**config.mk**
```make
export PLATFORM = sky130hd
export DESIGN_NAME = delay_mem_scheduler_flat
export DESIGN_NICKNAME = d
export VERILOG_FILES = /design/src/rtl/delay_mem_scheduler_if.sv /design/src/rtl/delay_mem_scheduler.sv /design/src/flat_wrapper.sv
export SDC_FILE = /design/constraint.sdc
export NUM_CORES = 1
export LEC_CHECK = 0
export CORE_MARGIN = 3
export CORE_UTILIZATION = 52
export CTS_CLUSTER_SIZE = 12
export DETAILED_ROUTE_END_ITERATION = 10
export PLACE_DENSITY = 0.82
export SETUP_SLACK_MARGIN = 0.5
export SLEW_MARGIN = 20
export SYNTH_ARGS = -nofsm -noshare
export SYNTH_HDL_FRONTEND = slang
export SYNTH_SLANG_ARGS = --single-unit
```
**constraint.sdc**
```tcl
create_clock -name CLK -period 7.65 [get_ports CLK]
set_input_delay 1.53 -clock CLK [delete_from_list [all_inputs] [get_ports CLK]]
set_output_delay 1.53 -clock CLK [all_outputs]
set_load 0.05 [all_outputs]
```
**src/rtl/delay_mem_scheduler_if.sv**
```systemverilog
// Bus bundle between the delay-line scheduler, its effect requesters and the shared RAM.
interface delay_mem_scheduler_if #(
    parameter int DATA_WIDTH = 32,
    parameter int ADDR_WIDTH = 13,
    parameter int NUM_REQ    = 2
);
    logic                          audio_ready;
    logic [DATA_WIDTH-1:0]         x;
    logic [ADDR_WIDTH-1:0]         max_delay;
    logic [NUM_REQ-1:0]            req;
    logic [NUM_REQ*ADDR_WIDTH-1:0] rd_offset;
    logic                          clr_overrun;
    logic                          mem_we;
    logic [ADDR_WIDTH-1:0]         mem_addr;
    logic [DATA_WIDTH-1:0]         mem_di;
    logic [DATA_WIDTH-1:0]         mem_do;
    logic [DATA_WIDTH-1:0]         rd_data;
    logic [NUM_REQ-1:0]            rd_valid;
    logic                          frame_done;
    logic                          busy;
    logic                          overrun;

    modport slave (
        input  audio_ready, x, max_delay, req, rd_offset, clr_overrun, mem_do,
        output mem_we, mem_addr, mem_di, rd_data, rd_valid, frame_done, busy, overrun
    );

    modport master (
        output audio_ready, x, max_delay, req, rd_offset, clr_overrun, mem_do,
        input  mem_we, mem_addr, mem_di, rd_data, rd_valid, frame_done, busy, overrun
    );
endinterface

```
**src/rtl/delay_mem_scheduler.sv**
```systemverilog
// Time-division scheduler for the shared single-port delay-line RAM.
// One frame per sample strobe: a write slot, then one read slot per requester.
//
//   state | meaning
//   IDLE  | waiting for a strobe or a pending sample
//   WRITE | new sample driven to RAM at wr_ptr
//   RD    | read slot 'slot' address driven to RAM
//   DRAIN | last read data in flight; frame closes, wr_ptr advances
module delay_mem_scheduler #(
    parameter int DATA_WIDTH = 32,
    parameter int ADDR_WIDTH = 13,
    parameter int NUM_REQ    = 2
) (
    input logic                 CLK,
    input logic                 rst,
    delay_mem_scheduler_if.slave bus
);
    localparam int              SW   = (NUM_REQ > 1) ? $clog2(NUM_REQ) : 1;
    localparam logic [SW-1:0]   LAST = SW'(NUM_REQ - 1);

    typedef enum logic [1:0] {IDLE, WRITE, RD, DRAIN} state_t;

    state_t                        state, state_nxt;
    logic [SW-1:0]                 slot, slot_nxt;
    logic [ADDR_WIDTH-1:0]         wr_ptr, wr_ptr_nxt;
    logic                          pending, pending_nxt;
    logic [DATA_WIDTH-1:0]         pend_x, pend_x_nxt;
    logic [NUM_REQ-1:0]            req_l;
    logic [NUM_REQ*ADDR_WIDTH-1:0] off_l;
    logic [ADDR_WIDTH-1:0]         max_l;
    logic                          p1_v, p1_v_nxt, p2_v;
    logic [SW-1:0]                 p1_idx, p2_idx;
    logic                          start, drop;
    logic [DATA_WIDTH-1:0]         frame_x;
    logic [ADDR_WIDTH-1:0]         off_raw, off, raddr;

    logic                          mem_we_q, mem_we_nxt;
    logic [ADDR_WIDTH-1:0]         mem_addr_q, mem_addr_nxt;
    logic [DATA_WIDTH-1:0]         mem_di_q, mem_di_nxt;
    logic [DATA_WIDTH-1:0]         rd_data_q, rd_data_nxt;
    logic [NUM_REQ-1:0]            rd_valid_q, rd_valid_nxt;
    logic                          frame_done_q, frame_done_nxt;
    logic                          busy_q, busy_nxt;
    logic                          overrun_q, overrun_nxt;

    assign bus.mem_we     = mem_we_q;
    assign bus.mem_addr   = mem_addr_q;
    assign bus.mem_di     = mem_di_q;
    assign bus.rd_data    = rd_data_q;
    assign bus.rd_valid   = rd_valid_q;
    assign bus.frame_done = frame_done_q;
    assign bus.busy       = busy_q;
    assign bus.overrun    = overrun_q;

    // Next-state, slot address generation, strobe queuing and registered-output values.
    always_comb begin
        state_nxt   = state;
        slot_nxt    = slot;
        start       = 1'b0;
        pending_nxt = pending;
        pend_x_nxt  = pend_x;
        drop        = 1'b0;
        frame_x     = pending ? pend_x : bus.x;

        case (state)
            IDLE: begin
                if (pending || bus.audio_ready) begin
                    start     = 1'b1;
                    state_nxt = WRITE;
                end
            end
            WRITE: begin
                state_nxt = RD;
                slot_nxt  = '0;
            end
            RD: begin
                if (slot == LAST) state_nxt = DRAIN;
                else              slot_nxt  = slot + SW'(1);
            end
            DRAIN:   state_nxt = IDLE;
            default: state_nxt = IDLE;
        endcase

        // A pending sample is consumed on the start edge; a strobe arriving on that
        // same edge refills the buffer instead of being lost.
        if (state == IDLE) begin
            if (pending) begin
                pending_nxt = bus.audio_ready;
                if (bus.audio_ready) pend_x_nxt = bus.x;
            end
        end else if (bus.audio_ready) begin
            if (!pending) begin
                pending_nxt = 1'b1;
                pend_x_nxt  = bus.x;
            end else begin
                drop = 1'b1;
            end
        end
        overrun_nxt = drop ? 1'b1 : (bus.clr_overrun ? 1'b0 : overrun_q);

        off_raw = off_l[slot_nxt*ADDR_WIDTH +: ADDR_WIDTH];
        off     = (off_raw > max_l) ? max_l : off_raw;
        raddr   = (off <= wr_ptr) ? (wr_ptr - off)
                                  : (wr_ptr + max_l + ADDR_WIDTH'(1) - off);

        mem_we_nxt     = start;
        mem_addr_nxt   = start ? wr_ptr : ((state_nxt == RD) ? raddr : mem_addr_q);
        mem_di_nxt     = start ? frame_x : mem_di_q;
        p1_v_nxt       = (state_nxt == RD) && req_l[slot_nxt];
        frame_done_nxt = (state == DRAIN);
        busy_nxt       = (state_nxt != IDLE) || (state == DRAIN);
        wr_ptr_nxt     = wr_ptr;
        if (state == DRAIN) wr_ptr_nxt = (wr_ptr >= max_l) ? '0 : wr_ptr + ADDR_WIDTH'(1);
        rd_valid_nxt   = p2_v ? (NUM_REQ'(1) << p2_idx) : '0;
        rd_data_nxt    = p2_v ? bus.mem_do : rd_data_q;
    end

    // State, frame configuration latch, read-return pipeline and output registers.
    always_ff @(posedge CLK or negedge rst) begin
        if (!rst) begin
            state        <= IDLE;
            slot         <= '0;
            wr_ptr       <= '0;
            pending      <= 1'b0;
            pend_x       <= '0;
            req_l        <= '0;
            off_l        <= '0;
            max_l        <= '0;
            p1_v         <= 1'b0;
            p1_idx       <= '0;
            p2_v         <= 1'b0;
            p2_idx       <= '0;
            mem_we_q     <= 1'b0;
            mem_addr_q   <= '0;
            mem_di_q     <= '0;
            rd_data_q    <= '0;
            rd_valid_q   <= '0;
            frame_done_q <= 1'b0;
            busy_q       <= 1'b0;
            overrun_q    <= 1'b0;
        end else begin
            state        <= state_nxt;
            slot         <= slot_nxt;
            wr_ptr       <= wr_ptr_nxt;
            pending      <= pending_nxt;
            pend_x       <= pend_x_nxt;
            if (start) begin
                req_l <= bus.req;
                off_l <= bus.rd_offset;
                max_l <= bus.max_delay;
            end
            p1_v         <= p1_v_nxt;
            p1_idx       <= slot_nxt;
            p2_v         <= p1_v;
            p2_idx       <= p1_idx;
            mem_we_q     <= mem_we_nxt;
            mem_addr_q   <= mem_addr_nxt;
            mem_di_q     <= mem_di_nxt;
            rd_data_q    <= rd_data_nxt;
            rd_valid_q   <= rd_valid_nxt;
            frame_done_q <= frame_done_nxt;
            busy_q       <= busy_nxt;
            overrun_q    <= overrun_nxt;
        end
    end
endmodule

```
**src/flat_wrapper.sv**
```systemverilog
// flat-port wrapper written by rule: the top's interface ports become plain ports
module delay_mem_scheduler_flat 
#(
    parameter int DATA_WIDTH = 32,
    parameter int ADDR_WIDTH = 13,
    parameter int NUM_REQ    = 2
)
  (CLK, rst, bus_audio_ready, bus_x, bus_max_delay, bus_req, bus_rd_offset, bus_clr_overrun, bus_mem_do, bus_mem_we, bus_mem_addr, bus_mem_di, bus_rd_data, bus_rd_valid, bus_frame_done, bus_busy, bus_overrun);
  delay_mem_scheduler_if #(.DATA_WIDTH(DATA_WIDTH), .ADDR_WIDTH(ADDR_WIDTH), .NUM_REQ(NUM_REQ)) bus_i ();
  input logic CLK;
  input logic rst;
  input wire logic [$bits(bus_i.audio_ready)-1:0] bus_audio_ready;
  input wire logic [$bits(bus_i.x)-1:0] bus_x;
  input wire logic [$bits(bus_i.max_delay)-1:0] bus_max_delay;
  input wire logic [$bits(bus_i.req)-1:0] bus_req;
  input wire logic [$bits(bus_i.rd_offset)-1:0] bus_rd_offset;
  input wire logic [$bits(bus_i.clr_overrun)-1:0] bus_clr_overrun;
  input wire logic [$bits(bus_i.mem_do)-1:0] bus_mem_do;
  output wire logic [$bits(bus_i.mem_we)-1:0] bus_mem_we;
  output wire logic [$bits(bus_i.mem_addr)-1:0] bus_mem_addr;
  output wire logic [$bits(bus_i.mem_di)-1:0] bus_mem_di;
  output wire logic [$bits(bus_i.rd_data)-1:0] bus_rd_data;
  output wire logic [$bits(bus_i.rd_valid)-1:0] bus_rd_valid;
  output wire logic [$bits(bus_i.frame_done)-1:0] bus_frame_done;
  output wire logic [$bits(bus_i.busy)-1:0] bus_busy;
  output wire logic [$bits(bus_i.overrun)-1:0] bus_overrun;
  assign bus_i.audio_ready = bus_audio_ready;
  assign bus_i.x = bus_x;
  assign bus_i.max_delay = bus_max_delay;
  assign bus_i.req = bus_req;
  assign bus_i.rd_offset = bus_rd_offset;
  assign bus_i.clr_overrun = bus_clr_overrun;
  assign bus_i.mem_do = bus_mem_do;
  assign bus_mem_we = bus_i.mem_we;
  assign bus_mem_addr = bus_i.mem_addr;
  assign bus_mem_di = bus_i.mem_di;
  assign bus_rd_data = bus_i.rd_data;
  assign bus_rd_valid = bus_i.rd_valid;
  assign bus_frame_done = bus_i.frame_done;
  assign bus_busy = bus_i.busy;
  assign bus_overrun = bus_i.overrun;
  delay_mem_scheduler #(.DATA_WIDTH(DATA_WIDTH), .ADDR_WIDTH(ADDR_WIDTH), .NUM_REQ(NUM_REQ)) u_core (.CLK(CLK), .rst(rst), .bus(bus_i));
endmodule
```
After elaboration in Yosys (flattened, before gate mapping)
Index checks and enable logic that the tools add are counted.

Flip-flop bits (word level): 176. Input bits: 109. Logic and storage cells: 75. Output and inout bits: 83.

Multiplexer cells: 28. Shift operators: 2. Magnitude comparators: 4. Reduce and logical (&&, ||, !) cells: 9. Equality and inequality tests: 6. Add/sub/neg operators: 6. Multiply operators: 1.

Operators by type and width (number): $mux W32 (5); $mux W13 (5); $add A13 B1 Y13 const B (2); $shiftx A26 B6 Y13 (1); $sub A13 B13 Y13 (2); $add A13 B13 Y13 (1); $ge A13 B13 Y1 (1); $gt A13 B13 Y1 (1); $le A13 B13 Y1 (1); $mux W1 (13); $pmux W2 S4 (1); $reduce_bool A2 Y1 (4); $eq A2 B2 Y1 const B (3); $mux W2 (3); $mul A1 B4 Y5 const B (1); $reduce_and A3 Y1 (1); $eq A2 B1 Y1 const B (1); $logic_not A2 Y1 (1); $logic_or A1 B1 Y1 (2); $lt A1 B2 Y1 const B (1); $ne A2 B1 Y1 const B (1); $ne A2 B2 Y1 const B (1); $pmux W1 S2 (1); $shl A1 B1 Y2 const A (1); other kinds (2) (2).

Logic depth before layout (Yosys ltp)
Depth in word-level cells: 11. Gate-level depth with buffers: 22. Mapped depth without buffers: 21.

Worst setup path after synthesis
OpenSTA, ideal clock, no wires.

Kind: flip-flop to flip-flop. From: reg u_core.state[0]. To: reg u_core.mem_addr_q[9], in the netlist u_core.bus.mem_addr[9]. Clock period less this slack: 5.414 ns. Library setup time: 0.126 ns. Cell stages (with the launch flop): 22. Arrival time: 5.288 ns. Slack: 2.236 ns. Path through: dfrtp_1 inv_1 ha_1 mux2i_2 clkbuf_1 mux2_2 ha_1 nand4_1 o221ai_1 a211oi_2 a21oi_1 buf_2 mux2i_1 fa_1 ha_1 o21ai_0 a21oi_1 o31ai_1 mux2i_1 nand3_1 o21ai_1 a221o_1.

Elaborated cells on any way between the ends: 21. Classes of those cells: add/sub: 2; mul: 1; order compare: 2; eq/ne: 4; shift: 1; mux: 9; reduce/logical: 2.

RTL lines: from (decl) (line delay_mem_scheduler.sv:23) `state_t state, state_nxt;`; from (signal assigned) (line delay_mem_scheduler.sv:142) `state <= state_nxt;`; $eq A2 B2 Y1, or another cell as far along (line delay_mem_scheduler.sv:65) `case (state)`; $pmux W2 S4 * (line delay_mem_scheduler.sv:65); named net u_core.state_nxt[1] (line delay_mem_scheduler.sv:23); $eq A2 B2 Y1 * (line delay_mem_scheduler.sv:107) `mem_addr_nxt = start ? wr_ptr : ((state_nxt == RD) ? raddr : mem_addr_q);`; $reduce_bool A2 Y1 (no source line) *; to (signal assigned) (line delay_mem_scheduler.sv:157) `mem_addr_q <= mem_addr_nxt;`; to (decl) (line delay_mem_scheduler.sv:38) `logic [ADDR_WIDTH-1:0] mem_addr_q, mem_addr_nxt;`.

Mark *: on every way through the listed nets, which the timed path passes. The rest lies on a longest branch. The select of a mux whose other input is x is not followed. A chain may end at the register's enable or synchronous reset.

Final worst setup path
From: reg u_core.state[0]. To: reg u_core.mem_addr_q[12], in the netlist u_core.bus.mem_addr[12].

The elaborated chain is that of the path after synthesis.

==> results.yml <==
run_status:
  status: "complete, no violations"
layout:
  utilization: 0.6942
  diodes: 0
  fin_nets: 1253
  drive_gt1_frac: 0.1159
  areaGrowthSynthToFinish_pct: 28.75
  design_area_mm2: 0.01222
logic_synthesis:
  synth_edf_count: 0
  netlist_area_mm2: 0.009488
  syn-num-nets: 1076
  ys_warn_count: 0
  syn_inst: 897
  synth_flop_cell: "dfrtp_1"
  ys_seq_elements: 176
  synthTopCellsByArea: "dfrtp_1 (46%), mux2_2 (9.0%), ha_1 (7.5%)"
  synth-seq-area-share: 0.4642
  syn_area_per_cell_um2: 10.58
  synth_top_area_cell: "dfrtp_1"
  synth_top_area_share: 0.4642
  synth_cell_types: 57
  async_reset_ff_frac: 1.000
clock_network:
  insertion_delay_ps: 430
  path_clk_slew_ps: 70
  cts_made_buffers: 17
  cts_tree: "yes"
  postCtsHoldBufs: 0
  clockBufferDepth: 2
  ctsHtreeMaxLevel: 4
  clock-sinks: 176
  cts_resized: 0
  cts-root-buf: "clkbuf_16"
  cts_setup_buffers: 0
setup_path:
  crit_path_end_kind: "flop"
  worstRegToRegCells: 20
  crit_fanout: 19
  worstPathRequired_ps: 7960
  critical_path_class: "reg2reg"
  crit_chain: "inv_1, ha_1, mux2i_4, mux2_2, ha_1, a211oi_1, o221ai_1, a211oi_2, a21oi_1, buf_4, a21oi_1, inv_1, ha_1, nor2b_1, o2111ai_2, nand3b_4, a311oi_4, nor2_1, a221oi_1, o21ai_1"
  cpMostUsedCell: "ha_1"
  cpMaxStageDelayCell: "a311oi_4"
  setup.worst_path.start_class: "flop"
  cpPeakStageDelay_ps: 830
  critical_path_arrival_ps: 6440
grt:
  overflow: 0
  track_usage: 0.2350
  use_met3: 0.04647
  gr-max-usage-layer: "met2"
  grt_pass1_wl_um: 37540
  grt_pass1_vias: 7282
  antenna_found_initial: 0
  use_met2: 0.3950
  grt_max_degree: 113
  use_met1: 0.3092
floorplan:
  core_mm2: 0.01760
  fp.dieH_um: 141.1
  die_area_mm2: 0.01990
  ios: 192
  initial_core_util: 0.5392
  fp.dieW_um: 141.1
  rows: 48
route:
  drc_errors: 0
  ant_nets: 0
  drt_iter0_markers: 402
  vias: 7438
  detail_route.wl_per_cell_um: 17.56
  wl_um: 23040
  routed_via_density: 5.669
  dr.pass1.iters: 5
sta:
  setup-violations-final: 0
  fin_crit_ps: 6127
  max-slew-margin-rel: 0.3000
  clock_skew_ps: 8.166
  rsz0062_at_grt: "false"
  final-hold-violation-count: 0
  worst_pin_slew_ps: 1050
  fmax_mhz: 163.2
  setup-tns-final_ps: 0
  post-route-period-util: 0.8010
  report.final.slew_viol_count: 0
  timing.hold.ws_ps: 365.3
place:
  postPlaceCellArea_mm2: 0.01158
  gp_congestion: 0.9093
  port_buffers: 191
  dp_hpwl_um: 16490
hold_path:
  hold_depth: 0
  hold_class: "reg2reg"
run:
  cap_viol_max_count: 0
## flip-flops by register name, summed over array words and instances (netlist names), 2 cells and up
signal	flops
u_core.off_l	26
u_core.bus.rd_data	32
u_core.pend_x	32
u_core.bus.rd_valid	2
u_core.max_l	13
u_core.bus.mem_addr	13
u_core.wr_ptr	13
u_core.req_l	2
u_core.state	2
u_core.bus.mem_di	32
## placed cells by master (no fill, tap or decap), drive strengths merged, types with 2 or more instances in the layout
| master | synthesis | final |
|---|---|---|
| a211oi | 4 | 4 |
| a21boi | 2 | 2 |
| a21o | 9 | 9 |
| a21oi | 47 | 47 |
| a31oi | 6 | 6 |
| and2 | 2 | 2 |
| and3 | 12 | 12 |
| and4 | 3 | 3 |
| buf | 11 | 6 |
| bufinv | 0 | 2 |
| clkbuf | 28 | 19 |
| clkdlybuf4s50 | 0 | 190 |
| clkinv | 0 | 3 |
| dfrtp | 176 | 176 |
| fa | 13 | 13 |
| ha | 57 | 57 |
| inv | 32 | 41 |
| mux2 | 77 | 77 |
| mux2i | 50 | 50 |
| nand2 | 155 | 155 |
| nand2b | 8 | 8 |
| nand3 | 18 | 18 |
| nand3b | 4 | 4 |
| nand4 | 7 | 7 |
| nor2 | 18 | 18 |
| nor2b | 7 | 7 |
| nor3 | 9 | 9 |
| o211a | 2 | 2 |
| o211ai | 5 | 5 |
| o21a | 8 | 8 |
| o21ai | 67 | 67 |
| o21bai | 4 | 4 |
| o221ai | 4 | 4 |
| o22ai | 2 | 2 |
| o311ai | 2 | 2 |
| o31ai | 3 | 3 |
| or3 | 4 | 4 |
| xnor2 | 15 | 15 |
| xor2 | 15 | 15 |
## layer usage
| layer | part of all wire | up-vias |
|---|---|---|
| met4 | 0.021 | 0 |
| met5 | 0 | - |
| met2 | 0.50 | 246 |
| met3 | 0.055 | 43 |
| met1 | 0.43 | 3655 |
| li1 | - | 3494 |
## logic make-up (layout without fill, tap and decap cells)
group / count (synthesis) / after routing / share of synthesized area
AND/OR/NAND/NOR: 251 / 251 / 0.1195
AO/OA/AOI/OAI: 172 / 172 / 0.1114
XOR/XNOR: 30 / 30 / 0.02769
adder cells (fa/ha/maj): 70 / 70 / 0.1026
buffers and inverters: 71 / 261 / 0.02967
flip-flops: 176 / 176 / 0.4642
multiplexers: 127 / 127 / 0.1449
## synth_stat cells, drive strengths merged (6+ instances only)
cell    count
inv        32
a21o        9
nor2       18
nor2b       7
a31oi       6
buf        11
clkbuf     28
ha         57
nand2b      8
xnor2      15
nand4       7
a21oi      47
o21a        8
nand2     155
nor3        9
dfrtp     176
and3       12
xor2       15
o21ai      67
mux2       77
mux2i      50
fa         13
nand3      18
## metrics by stage
step                setup slack [ps]  instances
floorplan                       2236        897
global placement                1666       1280
detailed placement              1369       1280
CTS                             1329       1312
global route                    1104       1312
finish                          1523       1312
## cell type report
| cell class | count | area, um2 |
|---|---|---|
| tap | 225 | 281.5 |
| timing repair buffer | 197 | 1961 |
| multi-input combinational | 650 | 4822 |
| clock buffer | 18 | 439.2 |
| sequential | 176 | 4405 |
| clock inverter | 14 | 186.4 |
| inverter | 32 | 120.1 |
| fill | 1302 | 5381 |
## worst max-delay path: cells and delay by family, from the launching register on
family,cells,cell delay [ps]
simple gates,3,470
compound gates,9,2730
flops,1,360
fa+ha+maj,3,990
buf+inv,3,410
mux,2,1050
## worst paths after layout
| check | startpoint | slack (ps) | to |
|---|---|---|---|
| worst max-delay path | u_core.state[0] | 1520 | u_core.bus.mem_addr[12] |
| worst min-delay path | u_core.p1_v | 370 | u_core.p2_v |
| max in group asynchronous | rst | 4950 | u_core.pending |
| worst min register to register | u_core.p1_v | 370 | u_core.p2_v |
| min in group asynchronous | rst | 1230 | u_core.pend_x[16] |
| worst max register to register | u_core.state[0] | 1520 | u_core.bus.mem_addr[12] |
Power is not shown: default switching activity piles up to over one toggle a cycle in this logic, so the estimate is an artifact.
